### config.mk
export PLATFORM = sky130hd
export DESIGN_NAME = ps2_direction_decoder
export DESIGN_NICKNAME = d
export VERILOG_FILES = /design/src/rtl/ps2_direction_decoder.sv
export SDC_FILE = /design/constraint.sdc
export NUM_CORES = 1
export LEC_CHECK = 0
export ABC_CLOCK_PERIOD_IN_PS = 2250
export BUFFER_PORTS_ARGS = -buffer_cell sky130_fd_sc_hd__buf_2
export CORE_UTILIZATION = 40
export CTS_BUF_LIST = sky130_fd_sc_hd__clkbuf_4
export CTS_CLUSTER_SIZE = 14
export DETAILED_ROUTE_END_ITERATION = 6
export SLEW_MARGIN = 40
export SYNTH_ARGS = -nofsm -noshare
export SYNTH_HDL_FRONTEND = slang
export SYNTH_SLANG_ARGS = --single-unit
### constraint.sdc
create_clock -name clk -period 2.25 [get_ports clk]
set_clock_uncertainty 0.2 [all_clocks]
set_input_delay 0.45 -clock clk [delete_from_list [all_inputs] [get_ports clk]]
set_output_delay 0.45 -clock clk [all_outputs]
set_load 0.03 [all_outputs]
### src/rtl/ps2_direction_decoder.sv
// ---------------------------------------------------------------------------
// ps2_direction_decoder
//
// Purpose:
//   Receives PS/2 keyboard frames and turns extended arrow-key make codes
//   into the 2-bit snake direction used by game_logic. The block drops break
//   codes, non-arrow keys and malformed frames. It also refuses any
//   180-degree reversal, so the snake can never turn back into itself.
//
// Ports:
//   clk        in   1  system clock (pixel clock domain of game_logic)
//   reset      in   1  asynchronous, active-high reset
//   ps2_clk    in   1  raw PS/2 clock pin (asynchronous, idle high)
//   ps2_data   in   1  raw PS/2 data pin (asynchronous, idle high)
//   direction  out  2  current direction (LEFT/TOP/RIGHT/DOWN encoding below)
//   dir_valid  out  1  1-cycle pulse in the cycle direction takes a new value
//   frame_err  out  1  1-cycle pulse on parity, stop-bit or timeout error
//
// Direction encoding (matches game_logic):
//   LEFT = 2'd0, TOP = 2'd1, RIGHT = 2'd2, DOWN = 2'd3
// ---------------------------------------------------------------------------
module ps2_direction_decoder #(
  parameter int TIMEOUT_CYCLES = 50000
) (
  input  logic       clk,
  input  logic       reset,
  input  logic       ps2_clk,
  input  logic       ps2_data,
  output logic [1:0] direction,
  output logic       dir_valid,
  output logic       frame_err
);

  // Direction codes shared with game_logic.
  localparam logic [1:0] LEFT_DIR  = 2'd0;
  localparam logic [1:0] TOP_DIR   = 2'd1;
  localparam logic [1:0] RIGHT_DIR = 2'd2;
  localparam logic [1:0] DOWN_DIR  = 2'd3;

  // Scan-code set 2 bytes of interest.
  localparam logic [7:0] CODE_EXT   = 8'hE0;
  localparam logic [7:0] CODE_BREAK = 8'hF0;
  localparam logic [7:0] CODE_LEFT  = 8'h6B;
  localparam logic [7:0] CODE_UP    = 8'h75;
  localparam logic [7:0] CODE_RIGHT = 8'h74;
  localparam logic [7:0] CODE_DOWN  = 8'h72;

  // The timeout counter only has to reach TIMEOUT_CYCLES-1.
  localparam int              CNT_W   = (TIMEOUT_CYCLES > 2) ? $clog2(TIMEOUT_CYCLES) : 1;
  localparam logic [CNT_W-1:0] TO_LAST = CNT_W'(TIMEOUT_CYCLES - 1);

  typedef enum logic [1:0] {
    S_IDLE,
    S_DATA,
    S_PARITY,
    S_STOP
  } rx_state_t;

  // -------------------------------------------------------------------------
  // Helper functions
  // -------------------------------------------------------------------------

  // Odd parity: the eight data bits plus the parity bit contain an odd
  // number of ones.
  function automatic logic parity_ok(input logic [7:0] data, input logic par);
    return ^{data, par};
  endfunction

  // Returns {hit, dir}. hit is set when code is one of the four arrow keys.
  function automatic logic [2:0] arrow_lookup(input logic [7:0] code);
    logic [2:0] res;
    res = 3'b000;
    case (code)
      CODE_LEFT:  res = {1'b1, LEFT_DIR};
      CODE_UP:    res = {1'b1, TOP_DIR};
      CODE_RIGHT: res = {1'b1, RIGHT_DIR};
      CODE_DOWN:  res = {1'b1, DOWN_DIR};
      default:    res = 3'b000;
    endcase
    return res;
  endfunction

  function automatic logic [1:0] opposite_dir(input logic [1:0] d);
    logic [1:0] res;
    res = RIGHT_DIR;
    case (d)
      LEFT_DIR:  res = RIGHT_DIR;
      RIGHT_DIR: res = LEFT_DIR;
      TOP_DIR:   res = DOWN_DIR;
      DOWN_DIR:  res = TOP_DIR;
      default:   res = RIGHT_DIR;
    endcase
    return res;
  endfunction

  // -------------------------------------------------------------------------
  // Input synchronisers and falling-edge detection
  // -------------------------------------------------------------------------
  logic clk_s1_q, clk_s2_q, clk_prev_q;
  logic data_s1_q, data_s2_q;
  logic fall_edge;

  // Both pins idle high, so the flops reset to 1. This stops reset release
  // from being seen as a falling edge.
  always_ff @(posedge clk or posedge reset) begin
    if (reset) begin
      clk_s1_q   <= 1'b1;
      clk_s2_q   <= 1'b1;
      clk_prev_q <= 1'b1;
      data_s1_q  <= 1'b1;
      data_s2_q  <= 1'b1;
    end else begin
      clk_s1_q   <= ps2_clk;
      clk_s2_q   <= clk_s1_q;
      clk_prev_q <= clk_s2_q;
      data_s1_q  <= ps2_data;
      data_s2_q  <= data_s1_q;
    end
  end

  assign fall_edge = clk_prev_q & ~clk_s2_q;

  // -------------------------------------------------------------------------
  // Frame receiver FSM with inter-edge timeout
  // -------------------------------------------------------------------------
  rx_state_t        state_q, state_d;
  logic [2:0]       bit_cnt_q, bit_cnt_d;
  logic [7:0]       shift_q, shift_d;
  logic             parity_q, parity_d;
  logic [CNT_W-1:0] tmo_q, tmo_d;
  logic [7:0]       rx_byte_q, rx_byte_d;
  logic             byte_valid_q, byte_valid_d;
  logic             frame_err_q, frame_err_d;
  logic             tmo_fire;

  assign tmo_fire = (state_q != S_IDLE) && (tmo_q == TO_LAST);

  always_ff @(posedge clk or posedge reset) begin
    if (reset) begin
      state_q      <= S_IDLE;
      bit_cnt_q    <= 3'd0;
      shift_q      <= 8'h00;
      parity_q     <= 1'b0;
      tmo_q        <= '0;
      rx_byte_q    <= 8'h00;
      byte_valid_q <= 1'b0;
      frame_err_q  <= 1'b0;
    end else begin
      state_q      <= state_d;
      bit_cnt_q    <= bit_cnt_d;
      shift_q      <= shift_d;
      parity_q     <= parity_d;
      tmo_q        <= tmo_d;
      rx_byte_q    <= rx_byte_d;
      byte_valid_q <= byte_valid_d;
      frame_err_q  <= frame_err_d;
    end
  end

  always_comb begin
    state_d      = state_q;
    bit_cnt_d    = bit_cnt_q;
    shift_d      = shift_q;
    parity_d     = parity_q;
    rx_byte_d    = rx_byte_q;
    byte_valid_d = 1'b0;
    frame_err_d  = 1'b0;

    // Count clk cycles between PS/2 edges. The counter is held at zero
    // while idle, so a quiet bus never raises an error.
    if ((state_q == S_IDLE) || fall_edge) begin
      tmo_d = '0;
    end else begin
      tmo_d = tmo_q + 1'b1;
    end

    // A timeout takes priority over an edge in the same cycle. The partial
    // frame is abandoned. The decoder's prefix state is left as it was.
    if (tmo_fire) begin
      state_d     = S_IDLE;
      tmo_d       = '0;
      frame_err_d = 1'b1;
    end else if (fall_edge) begin
      case (state_q)
        S_IDLE: begin
          // A high level here is not a start bit, so the edge is ignored.
          if (!data_s2_q) begin
            state_d   = S_DATA;
            bit_cnt_d = 3'd0;
            shift_d   = 8'h00;
          end
        end
        S_DATA: begin
          // LSB arrives first; each new bit enters at the top and moves down.
          shift_d   = {data_s2_q, shift_q[7:1]};
          bit_cnt_d = bit_cnt_q + 3'd1;
          if (bit_cnt_q == 3'd7) begin
            state_d = S_PARITY;
          end
        end
        S_PARITY: begin
          parity_d = data_s2_q;
          state_d  = S_STOP;
        end
        S_STOP: begin
          state_d = S_IDLE;
          if (parity_ok(shift_q, parity_q) && data_s2_q) begin
            byte_valid_d = 1'b1;
            rx_byte_d    = shift_q;
          end else begin
            frame_err_d  = 1'b1;
          end
        end
        default: begin
          state_d = S_IDLE;
        end
      endcase
    end
  end

  // -------------------------------------------------------------------------
  // Scan-code decoder and direction register
  // -------------------------------------------------------------------------
  logic       ext_q, ext_d;
  logic       brk_q, brk_d;
  logic [1:0] dir_q, dir_d;
  logic       dir_valid_q, dir_valid_d;
  logic [2:0] arrow;

  always_ff @(posedge clk or posedge reset) begin
    if (reset) begin
      ext_q       <= 1'b0;
      brk_q       <= 1'b0;
      dir_q       <= RIGHT_DIR;
      dir_valid_q <= 1'b0;
    end else begin
      ext_q       <= ext_d;
      brk_q       <= brk_d;
      dir_q       <= dir_d;
      dir_valid_q <= dir_valid_d;
    end
  end

  always_comb begin
    ext_d       = ext_q;
    brk_d       = brk_q;
    dir_d       = dir_q;
    dir_valid_d = 1'b0;
    arrow       = arrow_lookup(rx_byte_q);

    if (byte_valid_q) begin
      if (rx_byte_q == CODE_EXT) begin
        ext_d = 1'b1;
      end else if (rx_byte_q == CODE_BREAK) begin
        brk_d = 1'b1;
      end else begin
        // Any other byte ends the prefix sequence, whether or not it is used.
        ext_d = 1'b0;
        brk_d = 1'b0;
        // Only an extended make code counts. A key press that repeats the
        // current heading or reverses it is dropped without a pulse.
        if (ext_q && !brk_q && arrow[2] &&
            (arrow[1:0] != dir_q) &&
            (arrow[1:0] != opposite_dir(dir_q))) begin
          dir_d       = arrow[1:0];
          dir_valid_d = 1'b1;
        end
      end
    end
  end

  assign direction = dir_q;
  assign dir_valid = dir_valid_q;
  assign frame_err = frame_err_q;

endmodule

Word level (Yosys, flattened, before mapping)
Index checks and enable logic that the tools add are counted.
{"block": "classes", "mux": 31, "shifts": 0, "order_cmp": 0, "addsub": 2, "bitwise_logic": 5, "n_mul": 0, "reduce_logical": 21, "n_div": 0, "n_eq_ne": 20}
{"op": "$eq A8 B7 Y1 const B", "n": 4}
{"op": "$mux W16", "n": 2}
{"op": "$add A16 B1 Y16 const B", "n": 1}
{"op": "$eq A16 B16 Y1 const B", "n": 1}
{"op": "$eq A8 B8 Y1 const B", "n": 2}
{"op": "$pmux W2 S4", "n": 2}
{"op": "$pmux W8 S2", "n": 1}
{"op": "$mux W1", "n": 15}
{"op": "$mux W2", "n": 7}
{"op": "$pmux W3 S4", "n": 1}
{"op": "$reduce_and A4 Y1", "n": 3}
{"op": "$reduce_xor A9 Y1", "n": 1}
{"op": "$eq A2 B2 Y1 const B", "n": 4}
{"op": "$mux W8", "n": 1}
{"op": "$logic_and A1 B1 Y1", "n": 6}
{"op": "$ne A3 B3 Y1 const B", "n": 2}
{"op": "$pmux W3 S2", "n": 1}
{"op": "$reduce_and A3 Y1", "n": 2}
{"op": "$reduce_bool A2 Y1", "n": 3}
{"op": "$eq A2 B1 Y1 const B", "n": 2}
{"op": "$logic_not A2 Y1", "n": 2}
{"op": "$ne A2 B2 Y1", "n": 2}
{"op": "$ne A2 B2 Y1 const B", "n": 2}
{"op": "$not A1 Y1", "n": 4}
{"op": "other kinds (7)", "n": 8}
{"block": "totals", "memories": 0, "mem_bits_rw": 0, "latchBits": 0, "inputBits": 4, "register_bits": 50, "romBits": 0}

Logic depth before layout (Yosys ltp)
Gate-level depths: netlist of the first run.
{"block": "logic_depth", "ltp_word": 11, "depth_mapped": 8}

Worst setup path before layout of the first run
No wires, ideal clock.
{"block": "synth_timing", "kind": "register to register", "start": "register state_q[0]", "end": "register parity_q", "period_less_slack_ns": 2.471, "setup_time_ns": 0.125, "setup_slack_ns": -0.221, "arrival_time_ns": 2.146, "path_buffers": 0, "t_required_ns": 1.925, "stages_incl_launch_ff": 7, "path_cell_list": "dfrtp_1 > inv_1 > ha_1 > or4bb_1 > or4_4 > nand3_1 > mux2_2"}
{"block": "synth_via", "elab_chain_len": 4}
{"element": "from (decl)", "line": "126", "rtl": "rx_state_t state_q, state_d;"}
{"element": "from (signal assigned)", "line": "149", "rtl": "state_q <= state_d;"}
{"element": "$reduce_bool A2 Y1", "line": "136", "rtl": "assign tmo_fire = (state_q != S_IDLE) && (tmo_q == TO_LAST);"}
{"element": "$logic_and A1 B1 Y1", "line": "136"}
{"element": "$not A1 Y1 (no source line)"}
{"element": "$reduce_and A3 Y1 (no source line) (*)"}
{"element": "to (signal assigned)", "line": "152", "rtl": "parity_q <= parity_d;"}
{"element": "to (decl)", "line": "129", "rtl": "logic parity_q, parity_d;"}
Every way passes the cells marked *; elsewhere a longest branch is shown, timed or not.
A chain may end at the register's enable or synchronous reset.

Worst setup path after layout of the first run
Same ends and word-level chain as after synthesis.

==> results of run 1 <==
-- logic make-up (layout without fill, tap and decap cells) --
family | after synthesis | in the layout
AO/OA/AOI/OAI | 26 | 26
adder cells (fa/ha/maj) | 7 | 7
XOR/XNOR | 22 | 22
flip-flops | 50 | 50
multiplexers | 11 | 11
buffers and inverters | 13 | 59
AND/OR/NAND/NOR | 74 | 75
-- cell usage after synthesis, types with 2 or more instances --
master    instances
nor3b_1           2
nand3_1           9
mux2_2           11
nor2b_1           2
ha_1              7
nor3_1            4
nand4_1           4
xor2_1            9
or4_4             2
buf_4             3
dfstp_2           6
or4_1             2
a22o_1           10
nor2_1           23
nand3b_1          2
or4bb_1           2
or3_1             2
a21oi_1           5
inv_1             8
xnor2_1          12
dfrtp_1          44
o21ai_0           5
nand2_1          13
-- area by class of cell --
| type | instances | area, sq um | area share, % |
|---|---|---|---|
| Clock inverter | 2 | 8.758 | 0.2994 |
| Clock buffer | 6 | 45.04 | 1.540 |
| Tap cell | 72 | 90.09 | 3.080 |
| Timing Repair Buffer | 43 | 352.8 | 12.06 |
| Inverter | 8 | 30.03 | 1.027 |
| Multi-Input combinational cell | 141 | 1140 | 38.96 |
| Sequential cell | 50 | 1259 | 43.03 |
-- power breakdown --
part | internal, mW | switching (mW)
Sequential | 1.03 | 0.104
Combinational | 0.516 | 0.449
Clock | 0.130 | 0.280
Total | 1.68 | 0.833
-- worst max path at each step --
stage	slack (ps)	depth (start not counted)	from	end
final	-110	6	state_q[0]$_DFFE_PP0P_	parity_q$_DFFE_PP0P_
after global routing	-200	8	state_q[0]$_DFFE_PP0P_	rx_byte_q[6]$_DFFE_PP0P_
after CTS	-130	7	state_q[0]$_DFFE_PP0P_	rx_byte_q[4]$_DFFE_PP0P_
after detailed placement	-150	7	state_q[1]$_DFFE_PP0P_	rx_byte_q[3]$_DFFE_PP0P_
after global placement	-100	7	state_q[1]$_DFFE_PP0P_	rx_byte_q[2]$_DFFE_PP0P_
after floorplan	-150	7	state_q[0]$_DFFE_PP0P_	rx_byte_q[0]$_DFFE_PP0P_
-- sequential cells by signal, indices dropped and copies added, names as in the netlist, 2 cells and up --
| register | count |
|---|---|
| tmo_q | 16 |
| bit_cnt_q | 3 |
| direction | 2 |
| state_q | 2 |
| rx_byte_q | 8 |
| shift_q | 8 |
-- what timing repair did --
| action | 4_1_cts | 5_1_grt |
|---|---|---|
| gates resized for setup | 9 | 21 |
| gates cloned | 1 | 1 |
| setup buffers | 3 | 4 |
| pin swaps | 7 | 9 |
| setup endpoints to repair | 21 | 38 |
| hold endpoints to repair | 46 | 0 |
| hold buffers | 3 | 0 |
-- per-stage QoR --
stage,cell area (sq um),setup slack [ps],setup TNS [ps],power (mW)
floorplan,2367,-150.3,-2059,1.688
global placement,2664,-97.71,-1382,1.919
detailed placement,2669,-149.8,-2390,1.929
CTS,2804,-130.4,-2217,2.412
global route,2925,-204.8,-3503,2.676
finish,2925,-110.8,-728.1,2.510
-- cells in the final DEF, fill, tap and decap left out, types with 2 or more instances in the layout --
cell type | synthesis | final
nand2_1 | 13 | 13
mux2_4 | 0 | 10
clkbuf_4 | 0 | 6
o21ai_0 | 5 | 3
nand3b_1 | 2 | 2
nor3b_1 | 2 | 2
ha_1 | 7 | 6
xnor2_1 | 12 | 11
buf_6 | 0 | 4
nor2b_1 | 2 | 2
nand3_1 | 9 | 8
nor2_1 | 23 | 22
dfstp_2 | 6 | 6
xor2_1 | 9 | 9
dfrtp_1 | 44 | 44
inv_1 | 8 | 5
nand3_4 | 1 | 2
or4_1 | 2 | 2
a21oi_1 | 5 | 5
dlygate4sd3_1 | 0 | 3
buf_12 | 0 | 2
nor3_1 | 4 | 3
a22o_1 | 10 | 10
buf_4 | 3 | 27
o21ai_2 | 0 | 2
nand4_1 | 4 | 4
or4_4 | 2 | 2
buf_2 | 1 | 7
inv_2 | 0 | 3
-- per-layer routing --
| metal | wire, microns | share of wire [%] | vias up | GRT usage, % |
|---|---|---|---|---|
| met1 | 2093 | 49 | 798 | 20.67 |
| met4 | 70 | 1.6 | 0 | 5.000 |
| met5 | 0 | 0 | - | 0 |
| met3 | 104 | 2.4 | 8 | 3.837 |
| li1 | - | - | 804 | - |
| met2 | 2014 | 47 | 19 | 24.04 |
-- worst reg2reg max path: stages (launching register included) --
cell	delay, ps
dfrtp_1	390
inv_2	60
ha_4	150
or4bb_4	550
or4_4	520
nand3_2	100
mux2_4	300
==> run metrics, run 1 <==
Worst VDD drop 0.0004564 V; synth unique cells 39; Crit-path slowest cell or4bb_4; crit path max fanout 3; Hold Crit Class reg -> reg; Buf/Inv on CP 1; Rel. slew slack 57.80%; final std cells w/o fill 322; MaxCap Viol Count 0; Die Area 6150 sq um; Synth top area share 47.13%; synthesized-area fraction occupied by adder cells 3.749%; mux cell area share after synthesis 5.303%; sequential share of the synthesized area 53.88%; Max Buffers Root-to-Sink 2; cell area after synthesis 2336 sq um; vias 1,629; FMAX 423.6 MHz; failing checks negative setup slack; Routed wire per std cell 13.30 microns; Post-synth EDFFs 0; Hold Crit Depth 0; Die Width 78.42 microns; largest net degree at the start of global routing 51; CP Capture Type flop; WP data arrival 2430 ps; share of cells above drive strength 1 34.00%; final setup violation count 12; # rows 27; Post-DRT Antenna Nets 0; H-tree depth 2; Fin. Hold Viols 0; CP Class reg -> reg; R2R depth 6; antenna violations before repair 0; Die Y 78.42 microns; Fillers 500; WP data required 2320 ps; largest family of logic cells by synthesized area simple AND/OR/NAND/NOR gates; fin. max-slew vios 0; Critical Path Max Stage Delay 550 ps; io pins 8; Residual DRC 0; grt total ovfl 0; via count of the first global-routing pass 1,579; worst slew pin tran 626.4 ps; Post-Synth Simple-Gate Area 17.78%; leak pwr 1.361 nW; placed cells 302; Hold Slack 164.1 ps; cts bufs inserted 5; Initial Util 41.91%; Tmin final 2361 ps; area delta synth->final 25.23%; setup ws final -110.8 ps; nets 260; first-pass GRT wire length 7320 microns; CTS tree built; hold wc startpoint data_s1_q$_DFF_PP1_; Root Buffer clkbuf_4; top post-synthesis cells by area dfrtp_1, dfstp_2, mux2_2, xnor2_1, a22o_1; crit start category flop; Diodes inserted 0; area leader, netlist dfrtp_1; asr flop ratio synth 100.0%; First-pass DRT Iterations 4; Core ar. 5574 sq um; synth warn 0; status complete, but fails checks; Avg Cell Area, Syn 11.51 sq um; Synth Area in Compound Gates 7.820%; Synth Net Count 214; post-synthesis xor/xnor area fraction 8.838%; Worst-Skew Late Latency 370 ps; PortBufs 7; pwr dens 858.1 nW/um^2; fin crit share 104.9%; Yosys reg bits 50; wirelength, routed 4282 microns; worst r2r src state_q[0]$_DFFE_PP0P_; Most used DFF post-synth dfrtp_1; R2R Path End parity_q$_DFFE_PP0P_; FF-to-FF setup slack -110 ps; Iter 0 DRT Violations 70; DP Wirelength 2741 microns; GPL Wtd Cong 0.7773; all-layer global routing usage 15.32%; worst-path cell chain inv_2 -> ha_4 -> or4bb_4 -> or4_4 -> nand3_2 -> mux2_4; Worst Hold End data_s2_q$_DFF_PP1_; CTS Sinks 50; final core occ 52.48%; Synth Instances 203; RSZ-0062 raised after global routing true; DR vias/cell 5.059; delay-heaviest family, CP simple AND/OR/NAND/NOR gates; Worst-path clk slew 140 ps
(Power assumes the default switching activity.)
==> inputs of run 2 (changes only) <==
--- a/config.mk
+++ b/config.mk
@@ -11,6 +11,7 @@
 export CTS_BUF_LIST = sky130_fd_sc_hd__clkbuf_4
 export CTS_CLUSTER_SIZE = 14
 export DETAILED_ROUTE_END_ITERATION = 6
+export RECOVER_POWER = 100
 export SLEW_MARGIN = 40
 export SYNTH_ARGS = -nofsm -noshare
 export SYNTH_HDL_FRONTEND = slang
==> run 2 against run 1 <==
The flow still finishes with violations (negative setup slack). Via count increased by 0.18%. Core utilization is 0.36 points lower. Sequential share of layout area is 0.30 points higher. Clock power about the same. Fmax hardly changed. Final cell count unchanged. Critical path depth is the same. Design area down 0.68%. Sequential power is essentially flat. First-iteration DRC count rose by 14%. Die area unchanged. Highest routed layer unchanged.
==> run metrics, run 2 (synthesis gave the netlist of run 1 again) <==
Largest Register tmo_q; Diodes inserted 0; Post-Place Cell Area 2669 sq um; Iter 0 DRT Violations 80; final setup violation count 12; FMAX 423.4 MHz; setup ws final -111.9 ps; via count of the first global-routing pass 1,579; CP Capture Type flop; nets 260; pwr dens 863.9 nW/um^2; Power Total 2.510 mW; Core ar. 5574 sq um; placed cells 302; DP Wirelength 2741 microns; leak pwr 1.339 nW; Fillers 503; MaxCap Viol Count 0; first-pass GRT wire length 7320 microns; antenna violations before repair 0; DR vias/cell 5.068; Initial Util 41.91%; Die Area 6150 sq um; WP data arrival 2440 ps; fin crit share 105.0%; area delta synth->final 24.37%; largest net degree at the start of global routing 51; crit path max fanout 3; Post-DRT Antenna Nets 0; status complete, but fails checks; Die Width 78.42 microns; Max Buffers Root-to-Sink 2; Root Buffer clkbuf_4; most common cell after layout, fill and taps aside dfrtp_1; io pins 8; H-tree depth 2; # rows 27; most frequent cells in the layout dfrtp_1, buf_4, nor2_1; Rel. slew slack 18.31%; Worst VDD drop 0.0004566 V; Final Cell Area 2905 sq um; final std cells w/o fill 322; fin. max-slew vios 0; Hold Slack 164.1 ps; CTS Sinks 50; share of cells above drive strength 1 32.00%; grt total ovfl 0; Die Y 78.42 microns; all-layer global routing usage 15.32%; CP Class reg -> reg; Worst-path clk slew 140 ps; flip-flop and latch area 1259 sq um; Worst-Skew Late Latency 380 ps; CTS tree built; RSZ-0062 raised after global routing true; failing checks negative setup slack; PortBufs 7; worst slew pin tran 1225 ps; Fin. Hold Viols 0; Regs by FF count tmo_q x16, rx_byte_q x8, shift_q x8; Residual DRC 0; WP data required 2330 ps; wirelength, routed 4295 microns; cts bufs inserted 5; First-pass DRT Iterations 4; max reg flops 16; Hold Crit Class reg -> reg; GPL Wtd Cong 0.7773; Routed wire per std cell 13.34 microns; Tmin final 2362 ps; Multi-input gate area 1140 sq um; vias 1,632; crit start category flop
==> run 2: cell count changes in the layout (fill, tap and decap cells not counted), sizes merged <==
cell    previous run  this run
buf               40        35
clkbuf             6        11
==> run 2: metrics by stage <==
stage / setup TNS (ps) / utilization (%) / worst slack (ps)
after floorplan: -2059 / - / -150.3
after global placement: -1382 / 47.79 / -97.71
after detailed placement: -2390 / 47.88 / -149.8
after CTS: -2217 / 50.30 / -130.4
after global routing: -3503 / 52.12 / -204.8
final: -741.1 / 52.12 / -111.9
==> run 2: worst max-delay path, stage by stage (launching register included) <==
cell	delay (ps)
dfrtp_1	390
inv_2	60
ha_4	150
or4bb_4	550
or4_4	520
nand3_2	100
mux2_4	300
==> run 2: layout make-up <==
cell class | count | share of cell area (%)
repair buffers | 43 | 11.46
clock buffers | 6 | 1.550
inverters | 8 | 1.034
well taps | 72 | 3.101
multi-input cells | 141 | 39.23
clock inverters | 2 | 0.3015
flip-flops and latches | 50 | 43.32
==> run 2: final timing paths <==
| kind | from | endpoint | slack (ps) | cells past startpoint |
|---|---|---|---|---|
| setup reg to reg | state_q[0]$_DFFE_PP0P_ | parity_q$_DFFE_PP0P_ | -110 | 6 |
| max in group asynchronous | reset | state_q[1]$_DFFE_PP0P_ | 300 | 4 |
| hold / removal | data_s1_q$_DFF_PP1_ | data_s2_q$_DFF_PP1_ | 160 | 0 |
| setup / recovery | state_q[0]$_DFFE_PP0P_ | parity_q$_DFFE_PP0P_ | -110 | 6 |
| hold reg to reg | data_s1_q$_DFF_PP1_ | data_s2_q$_DFF_PP1_ | 160 | 0 |
| min in group asynchronous | reset | tmo_q[7]$_DFF_PP0_ | 810 | 4 |
==> run 2: report_power, final <==
group | switching, mW | internal, mW
registers | 0.104 | 1.03
clock network | 0.283 | 0.130
logic | 0.449 | 0.512
total | 0.836 | 1.67
==> run 2: per-layer routing <==
metal / share of wire, % / up-vias / track usage [%]
met5: 0 / - / 0
met4: 1.6 / 0 / 5.000
met3: 2.8 / 8 / 3.837
met2: 47 / 19 / 24.04
met1: 49 / 800 / 20.67
li1: - / 805 / -
==> run 2: timing repair <==
| action | 4_1_cts | 5_1_grt |
|---|---|---|
| hold buffers | 3 | 0 |
| gates cloned | 1 | 1 |
| endpoints found under the setup margin | 21 | 38 |
| setup buffers | 3 | 4 |
| hold endpoints to repair | 46 | 0 |
| pin swaps | 7 | 9 |
| resized for setup | 9 | 21 |
==> inputs of run 3 (changes only) <==
--- a/config.mk
+++ b/config.mk
@@ -12,6 +12,7 @@
 export CTS_CLUSTER_SIZE = 14
 export DETAILED_ROUTE_END_ITERATION = 6
 export RECOVER_POWER = 100
+export SETUP_SLACK_MARGIN = 0.02
 export SLEW_MARGIN = 40
 export SYNTH_ARGS = -nofsm -noshare
 export SYNTH_HDL_FRONTEND = slang
==> run 3 against run 2 <==
The run still ends with negative setup slack left. Register-to-register slack is essentially flat. Sequential share of layout area grew 0.30 points. Global-route usage is essentially flat. Combinational power shrank 1%. Non-clock buffer count is the same. Clock power is essentially flat. Design area shrank 0.69%. Critical endpoint unchanged.
==> run metrics, run 3 (synthesis gave the netlist of run 1 again) <==
Tmin final 2348 ps; fin. max-slew vios 0; antenna violations before repair 0; Hold Crit Class reg -> reg; Fin. Hold Viols 0; Crit-path slowest cell or4bb_4; RSZ-0062 raised after global routing true; Core ar. 5574 sq um; Rel. slew slack 18.13%; Worst Setup SP state_q[0]$_DFFE_PP0P_; io pins 8; grt met3 use 3.837%; worst slew pin tran 1228 ps; GPL Wtd Cong 0.7773; vias 1,611; PortBufs 7; crit path max fanout 3; Diodes inserted 0; Initial Util 41.91%; met2 usage 24.04%; busiest grt layer met2; most common cell after layout, fill and taps aside dfrtp_1; Residual DRC 0; failing checks negative setup slack; CTS tree built; # rows 27; delay-heaviest family, CP simple AND/OR/NAND/NOR gates; worst-path cell chain inv_2 -> ha_4 -> or4bb_4 -> or4_4 -> nand3_2 -> mux2_4; Die Area 6150 sq um; most frequent cells in the layout dfrtp_1, buf_4, nor2_1; CP Class reg -> reg; MaxCap Viol Count 0; placed cells 302; via count of the first global-routing pass 1,581; status complete, but fails checks; leak pwr 1.322 nW; Worst VDD drop 0.0004420 V; cts bufs inserted 5; Root Buffer clkbuf_4; Worst-Skew Late Latency 380 ps; Post-DRT Antenna Nets 0; all-layer global routing usage 15.34%; hold wc startpoint data_s1_q$_DFF_PP1_; setup ws final -97.67 ps; max reg flops 16; Post-Place Cell Area 2669 sq um; pwr dens 865.1 nW/um^2; CP Capture Type flop; WP data arrival 2420 ps; Die Y 78.42 microns; grt total ovfl 0; first-pass GRT wire length 7334 microns; Max Buffers Root-to-Sink 2; fin crit share 104.3%; Fillers 506; final setup violation count 10; WP data required 2320 ps; Die Width 78.42 microns; Largest Register tmo_q; Critical Path Max Stage Delay 530 ps; Hold Slack 164.7 ps; Regs by FF count tmo_q x16, rx_byte_q x8, shift_q x8; Worst-path clk slew 140 ps; largest net degree at the start of global routing 51; FMAX 426.0 MHz; First-pass DRT Iterations 4; worst r2r src state_q[0]$_DFFE_PP0P_; H-tree depth 2; Iter 0 DRT Violations 86; DR vias/cell 5.003; global-route track usage on met1 20.74%; Buf/Inv on CP 1; nets 260; crit start category flop; area delta synth->final 23.51%; Routed wire per std cell 13.31 microns; final std cells w/o fill 322; share of cells above drive strength 1 31.60%; Final Cell Area 2885 sq um; CTS Sinks 50; wirelength, routed 4287 microns; DP Wirelength 2741 microns
-- run 3: path summary, 6_finish.rpt --
| check | cells past startpoint | endpoint | slack, ps |
|---|---|---|---|
| setup / recovery | 6 | parity_q$_DFFE_PP0P_ | -100 |
| hold / removal | 0 | data_s2_q$_DFF_PP1_ | 160 |
| setup reg to reg | 6 | parity_q$_DFFE_PP0P_ | -100 |
| hold reg to reg | 0 | data_s2_q$_DFF_PP1_ | 160 |
| max in group asynchronous | 4 | state_q[0]$_DFFE_PP0P_ | 290 |
| min in group asynchronous | 4 | tmo_q[7]$_DFF_PP0_ | 820 |
-- run 3: through the flow --
step	setup WS [ps]	utilization (%)	setup TNS (ps)	power, mW
after floorplan	-150.3	-	-2059	1.688
after global placement	-97.71	47.79	-1382	1.919
after detailed placement	-149.8	47.88	-2390	1.929
after CTS	-130.4	50.37	-2283	2.412
after global routing	-174.9	51.76	-2658	2.659
final	-97.67	51.76	-395.0	2.496
-- run 3: what timing repair did --
action | in CTS | in global routing
hold buffers | 3 | 0
endpoints found under the hold margin | 46 | 0
resized for setup | 10 | 16
setup buffers | 3 | 5
gates cloned | 1 | 1
setup endpoints to repair | 24 | 39
pin swaps | 7 | 6
-- run 3: power by group --
group / total [mW] / switching [mW] / internal [mW] / leakage (nW)
clock: 0.411 / 0.281 / 0.130 / 0.0331
sequential: 1.13 / 0.103 / 1.03 / 0.664
combinational: 0.951 / 0.446 / 0.505 / 0.625
-- run 3: cell type report --
type / instances / area, sq um / share of cell area [%]
Sequential cell: 50 / 1259 / 43.63
Clock inverter: 2 / 8.758 / 0.3036
Inverter: 8 / 30.03 / 1.041
Tap cell: 72 / 90.09 / 3.122
Timing Repair Buffer: 43 / 332.8 / 11.54
Multi-Input combinational cell: 141 / 1120 / 38.81
Clock buffer: 6 / 45.04 / 1.561
-- run 3: metal layers --
metal	share of wire [%]	routed length (microns)
met3	2.2	94
met1	50	2127
met2	46	1993
met5	0	0
met4	1.7	71
